==> config.mk <==
export PLATFORM = sky130hd
export DESIGN_NAME = detecter_1011
export DESIGN_NICKNAME = d
export VERILOG_FILES = /design/src/rtl/detecter_pkg.sv /design/src/rtl/detecter_1011_sat_counter.sv /design/src/rtl/detecter_1011.sv
export SDC_FILE = /design/constraint.sdc
export NUM_CORES = 1
export LEC_CHECK = 0
export ABC_AREA = 1
export BUFFER_PORTS_ARGS = -buffer_cell sky130_fd_sc_hd__buf_2
export CORE_ASPECT_RATIO = 1.1
export CORE_MARGIN = 3
export CORE_UTILIZATION = 35
export DETAILED_ROUTE_END_ITERATION = 12
export PLACE_DENSITY = 0.64
export REMOVE_ABC_BUFFERS = 1
export SYNTH_ARGS = -nofsm -noshare
export SYNTH_HDL_FRONTEND = slang
export SYNTH_HIERARCHICAL = 1
export SYNTH_SLANG_ARGS = --single-unit
export TNS_END_PERCENT = 100
==> constraint.sdc <==
create_clock -name clk -period 4.8 [get_ports clk]
set_input_delay 0.24 -clock clk [delete_from_list [all_inputs] [get_ports clk]]
set_output_delay 0.24 -clock clk [all_outputs]
set_load 0.005 [all_outputs]
==> src/rtl/detecter_pkg.sv <==
// ---------------------------------------------------------------------------
// detecter_pkg
// Shared definitions for the "1011" serial sequence detector.
//   state_t     : FSM state encoding (prefix of the pattern seen so far)
//   PATTERN     : the bit pattern being searched for, oldest bit first
//   next_state  : transition function shared by the detector FSM
// ---------------------------------------------------------------------------
package detecter_pkg;

    localparam logic [3:0] PATTERN = 4'b1011;

    // Each state names the longest pattern prefix that ends at the latest bit.
    typedef enum logic [2:0] {
        S_IDLE = 3'd0,
        S_1    = 3'd1,
        S_10   = 3'd2,
        S_101  = 3'd3,
        S_1011 = 3'd4
    } state_t;

    // Advance the prefix tracker by one input bit. On a mismatch the state
    // falls back to the longest suffix that is still a prefix of PATTERN.
    // After a full match, overlap keeps the trailing "1"/"10" alive, while
    // non-overlapping mode only lets a fresh leading "1" restart the search.
    // Unused encodings recover to S_IDLE.
    function automatic state_t next_state(input state_t cur, input logic b,
                                          input logic overlap);
        state_t nxt;
        nxt = S_IDLE;
        case (cur)
            S_IDLE:  nxt = (b == PATTERN[3]) ? S_1    : S_IDLE;
            S_1:     nxt = (b == PATTERN[2]) ? S_10   : S_1;
            S_10:    nxt = (b == PATTERN[1]) ? S_101  : S_IDLE;
            S_101:   nxt = (b == PATTERN[0]) ? S_1011 : S_10;
            S_1011: begin
                if (b)
                    nxt = S_1;
                else
                    nxt = overlap ? S_10 : S_IDLE;
            end
            default: nxt = S_IDLE;
        endcase
        return nxt;
    endfunction

endpackage

==> src/rtl/detecter_1011_sat_counter.sv <==
// ---------------------------------------------------------------------------
// sat_counter
// Up-counter that sticks at its all-ones value instead of wrapping.
//   clk   : rising-edge clock
//   rst_n : asynchronous active-low clear
//   inc   : count one event on this edge
//   count : current count
// ---------------------------------------------------------------------------
module sat_counter #(
    parameter int W = 8
) (
    input  logic         clk,
    input  logic         rst_n,
    input  logic         inc,
    output logic [W-1:0] count
);

    always_ff @(posedge clk or negedge rst_n) begin
        if (!rst_n)
            count <= '0;
        else if (inc && (count != '1))
            count <= count + 1'b1;
    end

endmodule

==> src/rtl/detecter_1011.sv <==
// ---------------------------------------------------------------------------
// detecter_1011
// Moore FSM that flags every occurrence of "1011" in a serial bit stream and
// counts the matches.
//   in          : serial input bit, sampled on each rising clk edge
//   out         : high for one cycle after the final "1" of a match
//   clk         : system clock
//   rst_n       : asynchronous active-low reset
//   match_count : matches since reset, saturating at all ones
// Parameters: OVERLAP (1 = matches may share bits), CNT_W (counter width).
// ---------------------------------------------------------------------------
module detecter_1011
    import detecter_pkg::*;
#(
    parameter int OVERLAP = 1,
    parameter int CNT_W   = 8
) (
    input  logic             in,
    output logic             out,
    input  logic             clk,
    input  logic             rst_n,
    output logic [CNT_W-1:0] match_count
);

    state_t state;
    state_t state_nxt;
    logic   enter_match;

    assign state_nxt   = next_state(state, in, OVERLAP != 0);
    assign enter_match = (state_nxt == S_1011);

    // out is a flop loaded with the decode of the state being entered, so it
    // always equals (state == S_1011) and never depends on the live input.
    always_ff @(posedge clk or negedge rst_n) begin
        if (!rst_n) begin
            state <= S_IDLE;
            out   <= 1'b0;
        end else begin
            state <= state_nxt;
            out   <= enter_match;
        end
    end

    // S_1011 can never follow itself, so each entry is exactly one match.
    sat_counter #(
        .W(CNT_W)
    ) u_counter (
        .clk  (clk),
        .rst_n(rst_n),
        .inc  (enter_match),
        .count(match_count)
    );

endmodule

# After elaboration in Yosys (flattened, before gate mapping)
# Index checks and enable logic that the tools add are counted.
# Widths: inputs -> output; s select.
[classes]
mux = 5
n_reduce_logical = 3
add_sub_neg = 1
eq_ne = 6
[ops]
columns = ["operator", "n"]
rows = [
  ["$pmux 3 s4", 1],
  ["$add 8x1->8 const B", 1],
  ["$ne 8x8->1 const B", 1],
  ["$eq 3x2->1 const B", 2],
  ["$eq 3x3->1 const B", 2],
  ["$mux 2", 2],
  ["$eq 3x1->1 const B", 1],
  ["$logic_not 3->1", 1],
  ["$mux 3", 1],
  ["$reduce_or 2->1", 1],
  ["$logic_and 1x1->1", 1],
  ["$mux 1", 1],
]
[totals]
output_inout_bits = 9
reg_bits = 12

# Depth between registers and ports, before layout
# Gate-level depths: netlist of run 1.
[logic_depth]
word_depth = 5
ltp_mapped = 8
mapped_depth_nobuf = 8

# By module
# Netlist of run 1, hierarchy kept.
[by_module_without_submodules]
columns = ["module", "area_each_um2", "seq_area_each_um2", "n_inst", "cells_per_inst"]
rows = [
  ["sat_counter", 483.0, 200.2, 1, 63],
  ["detecter_1011", 157.7, 100.1, 1, 17],
]

# Worst setup path after synthesis of run 1
# Ideal clock, no wire load.
[synth_timing]
path_kind = "register -> register"
from = "register state[2]"
to = "register u_counter.count[7]"
t_arrival_ps = 1482
stages_incl_launch_ff = 7
setup_slack_ps = 3200
required_ps = 4681
synth_period_minus_slack_ps = 1600
path_cell_list = "dfrtp_1 -> nor3_1 -> nand2_1 -> nor2_2 -> nand3_1 -> nand2_1 -> nand2_1"
[synth_between]
elab_chain_len = 5
elab_cells_between_ends = 9
cone_classes = "5 x eq/ne; 1 x mux; 3 x reduce/logical"
[synth_lines]
columns = ["element", "line", "text"]
rows = [
  ["start: declaration", "detecter_1011.sv:25", "state_t state;"],
  ["start signal: assignment", "detecter_1011.sv:39", "state <= state_nxt;"],
  ["$eq 3x3->1 / $eq 3x1->1 (equally long branches)", "detecter_pkg.sv:30", "case (cur)"],
  ["$reduce_or 2->1 (no line)", "--", ""],
  ["$pmux 3 s4 *", "detecter_pkg.sv:30", ""],
  ["$eq 3x3->1 *", "detecter_1011.sv:30", "assign enter_match = (state_nxt == S_1011);"],
  ["via enter_match", "detecter_1011.sv:27", "logic enter_match;"],
  ["$logic_and 1x1->1 *", "detecter_1011_sat_counter.sv:21", "else if (inc && (count != '1))"],
  ["end signal: assignment", "detecter_1011_sat_counter.sv:22", "count <= count + 1'b1;"],
  ["end: declaration", "detecter_1011_sat_counter.sv:15", "output logic [W-1:0] count"],
]
# Mark *: on every way through the listed nets, which the timed path passes. The rest lies on a longest branch.
# A chain may end at the register's enable or synchronous reset.

# Worst setup path after layout of run 1
[layout_timing]
from = "register state[0]"
to = "register u_counter.count[7]"
# The elaborated chain is that of the path after synthesis.

==> results of run 1 <==
## cell usage in the layout, fill, tap and decap left out, drive strengths merged
cell,Yosys,routed
xnor2,1,1
nor3b,1,1
dlygate4sd3,0,1
inv,8,8
buf,0,11
nand3,3,3
dfrtp,12,12
nand2,34,34
ha,1,1
nor2,11,11
nor3,3,3
o21a,1,1
o21ai,2,2
xor2,1,1
a21oi,2,2
clkbuf,0,4
## state kept, by name (all words and copies together) (netlist names)
name,flops
u_counter/count,8
out,1
state,3
## layout make-up
type / count / area (µm²)
sequential: 12 / 300
multi-input combinational: 60 / 308
clock buffer: 4 / 36.3
fill: 178 / 888
timing repair buffer: 12 / 65.1
inverter: 8 / 32.5
tap: 17 / 21.3
## worst min-delay path: stages
cell	delay, ns
buf_2	0.12
nand2_1	0.06
nor2_1	0.04
## worst max-delay path by stage
stage / endpoint / slack, ns / cells after the start
global route: u_counter/count[3] / 2.79 / 7
detailed placement: u_counter/count[7] / 3.07 / 7
floorplan: u_counter/count[7] / 3.20 / 6
finish: u_counter/count[7] / 3.07 / 7
global placement: u_counter/count[3] / 3.12 / 7
CTS: u_counter/count[7] / 3.06 / 7
## report_power, final
group | internal [mW] | switching, mW
clock network | 0.0461 | 0.0354
registers | 0.116 | 0.0208
logic | 0.0273 | 0.0303
total | 0.190 | 0.0866
## metrics by stage
stage          power (mW)  cells
6_report            0.276    113
5_1_grt             0.302    113
4_1_cts             0.281    113
3_5_place_dp        0.197    108
3_3_place_gp        0.196    108
2_1_floorplan       0.172     80
## layer usage
metal	track usage, %	share of wire [%]
met5	0	0
met3	2.11	4.9
met4	8.29	1.1
met2	16.1	46
met1	17.2	48
## cells in the mapped netlist
master    n
a21oi_1   2
nor3_1    3
nand2_4   1
nand3_1   3
xnor2_1   1
nand2_1  31
nand2_2   1
o21a_1    1
o21ai_0   2
nor3b_1   1
dfrtp_1  12
nor2_1    8
nand2_8   1
ha_1      1
nor2_2    1
inv_4     1
xor2_1    1
inv_1     7
nor2_4    2
## cell families after synthesis
kind of cell	after synthesis
AO/OA/AOI/OAI	5
XOR/XNOR	2
adder cells (fa/ha/maj)	1
buffers and inverters	8
flip-flops	12
AND/OR/NAND/NOR	52
==> impl_metrics.toml, run 1 <==
[min_path]
hold_class = "input pin to register"
min_to = "state[0]"
worstHoldStart = "in"
holdPathStages = 3

[timing]
finalCritPeriodShare_pct = 36.0
hold_viol_final = 0
layout_setup_ws_ns = 3.07
max_slew.worst_pin.slew_ns = 0.800
timing.fmax_mhz = 579
relSlewSlack_pct = 46.3
period_needed_ns = 1.73
setup_violations = 0
slew_violations = 0
skew_ns = 0.00421
holdWs_ns = 0.212
setup_tns_ns = 0
rsz0062_at_grt = "false"

[logic_synthesis]
yosysTopAreaCell = "dfrtp_1"
synth_compound_area_share_pct = 4.30
avgSynthCellArea_um2 = 8.01
yosys.area_share.xor_xnor_pct = 2.73
yosysSeqAreaShare_pct = 46.9
synthAdderAreaFrac_pct = 1.95
ys_ff_latch = 12
synth_top_family_by_area = "simple AND/OR/NAND/NOR gates"
synth-warning-count = 6
synth_mux_area_share_pct = 0
yosys.area.top_type_share_pct = 46.9
syn_area_um2 = 641
synth_cells = 80
ys_types = 19
yosys-top-cells-area = "dfrtp_1 (47%), nand2_1 (18%), nor2_1 (4.7%), inv_1 (4.1%), nor2_4 (3.5%)"
synth-simple-area-share_pct = 39.1

[floorplan]
die_w_um = 46.8
start_util_pct = 38.8
die_h_um = 50.9
ioPinCount = 12
core.rowCount = 15
die-area_um2 = 2380
core_area_um2 = 1650

[global_route]
grt.overflow.total = 0
grt_use_total_pct = 12.1
grt_pass1_vias = 471
antenna_found_initial = 0
grt_pass1_wl_um = 2040
grt_start_max_net_pins = 13

[routing]
finalWirelength_um = 1140
drt_iter0_drc = 8
vias = 543
first_pass_iters = 4
avgViaCountPerCell = 4.81
postRouteAntennaNets = 0
drc = 0
wire_per_inst_um = 10.1

[layout]
final_cell_area_um2 = 763
finalNetCount = 101
finalCoreUtilization_pct = 46.2
area_growth_pct = 19.1
insertedDiodeCount = 0
drive_gt1_share_pct = 22.9

[place]
dpl.hpwl_um = 868
dpl_cell_area_um2 = 717
place_ws_ns = 3.07
port_buffers = 11
place_congestion = 0.749

[pwr]
p_leak_nw = 0.395
p_per_area_nw_per_um2 = 362
vdd_drop_max_uv = 188

[clocking]
clockBufferDepth = 2
cts.clk_slew.worst_paths_ns = 0.08
cts_tree = "done"
cts_resized = 0
root_buffer = "clkbuf_4"
clock_latency_ns = 0.27
numCtsBuffers = 3
post_cts_buffers = 0
ctsHoldBuffers = 1
htreeDepth = 1
cts_num_sinks = 12

[setup_path]
r2r_start = "state[0]"
crit_required_ns = 4.97
path_cells = "nand2_1 -> nor3_1 -> nand2_1 -> nor2_2 -> nand3_1 -> nand2_1 -> nand2_1"
cp_num_buf_inv = 0
cp_slowest_stage_delay_ns = 0.63
crit_slowest_cell = "nor3_1"
crit_start = "state[0]"
crit_family = "simple AND/OR/NAND/NOR gates"
cp_max_fo = 4
critPathCaptureType = "register"
path_class = "register to register"
timing.rr.end = "u_counter/count[7]"
path_common_cell = "nand2_1"
rrSetupSlack_ns = 3.07
reg2reg_depth = 7
crit_path_start_kind = "register"
critPathArrivalTime_ns = 1.89

[run]
max-cap-violations = 0

[run_status]
status = "finished clean"
(Power assumes the default switching activity.)
==> run 2, diff against run 1 <==
- clock period: 4.8 -> 1.6 ns (I/O delays scaled with it)
==> run 2 against run 1 <==
  * Final area is 0.98% higher
  * Clock skew is essentially flat
  * Power rose to 3.0 times the previous value
  * Sequential share of layout area down 0.38 points
  * Core utilization increased by 0.45 points
  * Worst hold slack got worse by 0.15 ns
  * Maximum frequency rose by 25%
  * Combinational power grew to 3.0 times the previous value
==> impl_metrics.toml, run 2 (synthesis results as in run 1) <==
[timing]
period_needed_ns = 1.38
slew_violations = 0
skew_ns = 0.00437
setup_violations = 0
relSlewSlack_pct = 78.4
rsz0062_at_grt = "false"
layout_setup_ws_ns = 0.222
finalCritPeriodShare_pct = 86.1
setup_tns_ns = 0
max_slew.worst_pin.slew_ns = 0.321
timing.fmax_mhz = 726
hold_viol_final = 0

[pwr]
p_per_area_nw_per_um2 = 1070
p_clk_share_pct = 28.8
switching_share_pct = 30.9
p_leak_nw = 0.400
vdd_drop_max_uv = 573
power_frac_comb_pct = 21.1
seq_power_share_pct = 50.2
internal_power_mw = 0.570
power_switching_mw = 0.255
totalPowerFinal_mw = 0.826

[global_route]
grt.met2_usage_pct = 17.4
grt.overflow.total = 0
grt_use_met3_pct = 3.17
grt_start_max_net_pins = 13
grt_use_total_pct = 12.1
grt_pass1_vias = 479
antenna_found_initial = 0
top_usage_layer = "met2"
use_met1_pct = 15.9
grt_pass1_wl_um = 2040

[layout]
finalNetCount = 102
biggestRegsByFlops = "u_counter/count x8, state x3, out x1"
final_common_cell = "nand2_1"
fillers = 171
final_cell_count_no_fill = 114
area_growth_pct = 20.3
finalCoreUtilization_pct = 46.7
drive_gt1_share_pct = 23.7
insertedDiodeCount = 0
final_cell_mix = "nand2_1 (31), dfrtp_1 (12), buf_2 (11)"
top_register = "u_counter/count"
largest_reg_flops = 8

[setup_path]
path_class = "register to register"
r2r_start = "u_counter/count[0]"
cp_max_fo = 7
rrSetupSlack_ns = 0.22
critPathArrivalTime_ns = 1.54
timing.rr.end = "u_counter/count[5]"
reg2reg_depth = 8
crit_path_start_kind = "register"
crit_required_ns = 1.77
critPathCaptureType = "register"

[clocking]
cts.clk_slew.worst_paths_ns = 0.08
clockBufferDepth = 2
numCtsBuffers = 3
cts_num_sinks = 12
clock_latency_ns = 0.27
cts_tree = "done"
post_cts_buffers = 0
cts_resized = 0
root_buffer = "clkbuf_4"
htreeDepth = 1

[floorplan]
core_area_um2 = 1650
die_w_um = 46.8
core.rowCount = 15
start_util_pct = 38.8
ioPinCount = 12
die_h_um = 50.9
die-area_um2 = 2380

[place]
port_buffers = 11
place_congestion = 0.746
dpl.hpwl_um = 896
place_ws_ns = 0.244
place_inst = 109

[routing]
wire_per_inst_um = 10.4
finalWirelength_um = 1190
avgViaCountPerCell = 4.65
drc = 0
drt_iter0_drc = 5
first_pass_iters = 3
vias = 530
postRouteAntennaNets = 0

[min_path]
hold_class = "input pin to register"
min_to = "state[0]"
worstHoldStart = "in"
holdPathStages = 3

[run_status]
status = "finished clean"

[run]
max-cap-violations = 0
-- run 2: worst max-delay path: stages (launching register included) --
cell and delay [ns]:
dfrtp_1 0.46, ha_1 0.25, inv_1 0.09, nor2_4 0.15
nand2_4 0.10, nand2_8 0.09, inv_4 0.04, nand2_1 0.05
nand2_1 0.04
-- run 2: layer usage --
layer | wire (µm) | part of all wire, % | vias up
met5 | 0 | 0 | -
met4 | 8 | 0.68 | 0
met3 | 40 | 3.4 | 2
met2 | 566 | 48 | 8
met1 | 571 | 48 | 239
li1 | - | - | 281
-- run 2: area by class of cell --
type | instances | area (µm²) | area share (%)
inverter | 8 | 32.5 | 4.22
tap | 17 | 21.3 | 2.76
sequential | 12 | 300 | 39.0
clock buffer | 4 | 36.3 | 4.71
multi-input combinational | 60 | 308 | 39.9
timing repair buffer | 13 | 72.6 | 9.42
-- run 2: timing repair --
item / in CTS / in global routing
endpoints found under the setup margin: 0 / 0
hold endpoints to repair: 12 / 0
hold buffers: 1 / 0
-- run 2: through the flow --
step	hold slack [ns]	cell area [µm²]
floorplan	-0.216	641
global placement	-0.0263	724
detailed placement	-0.0245	724
CTS	0.0377	771
global route	0.0550	771
finish	0.0569	771
-- run 2: worst max-delay path by stage --
| stage | startpoint | end | cells past startpoint |
|---|---|---|---|
| after floorplan | state[2] | u_counter/count[7] | 6 |
| after global placement | u_counter/count[0] | u_counter/count[5] | 8 |
| after detailed placement | u_counter/count[0] | u_counter/count[5] | 8 |
| after CTS | u_counter/count[0] | u_counter/count[5] | 8 |
| after global routing | state[0] | u_counter/count[3] | 7 |
| final | u_counter/count[0] | u_counter/count[5] | 8 |
-- run 2: power groups by stage --
stage / clock network, mW / registers (mW) / logic, mW
3_5_place_dp: 0 / 0.421 / 0.172
4_1_cts: 0.255 / 0.415 / 0.175
5_1_grt: 0.271 / 0.426 / 0.197
2_1_floorplan: 0 / 0.413 / 0.103
6_report: 0.237 / 0.414 / 0.174
3_3_place_gp: 0 / 0.419 / 0.172
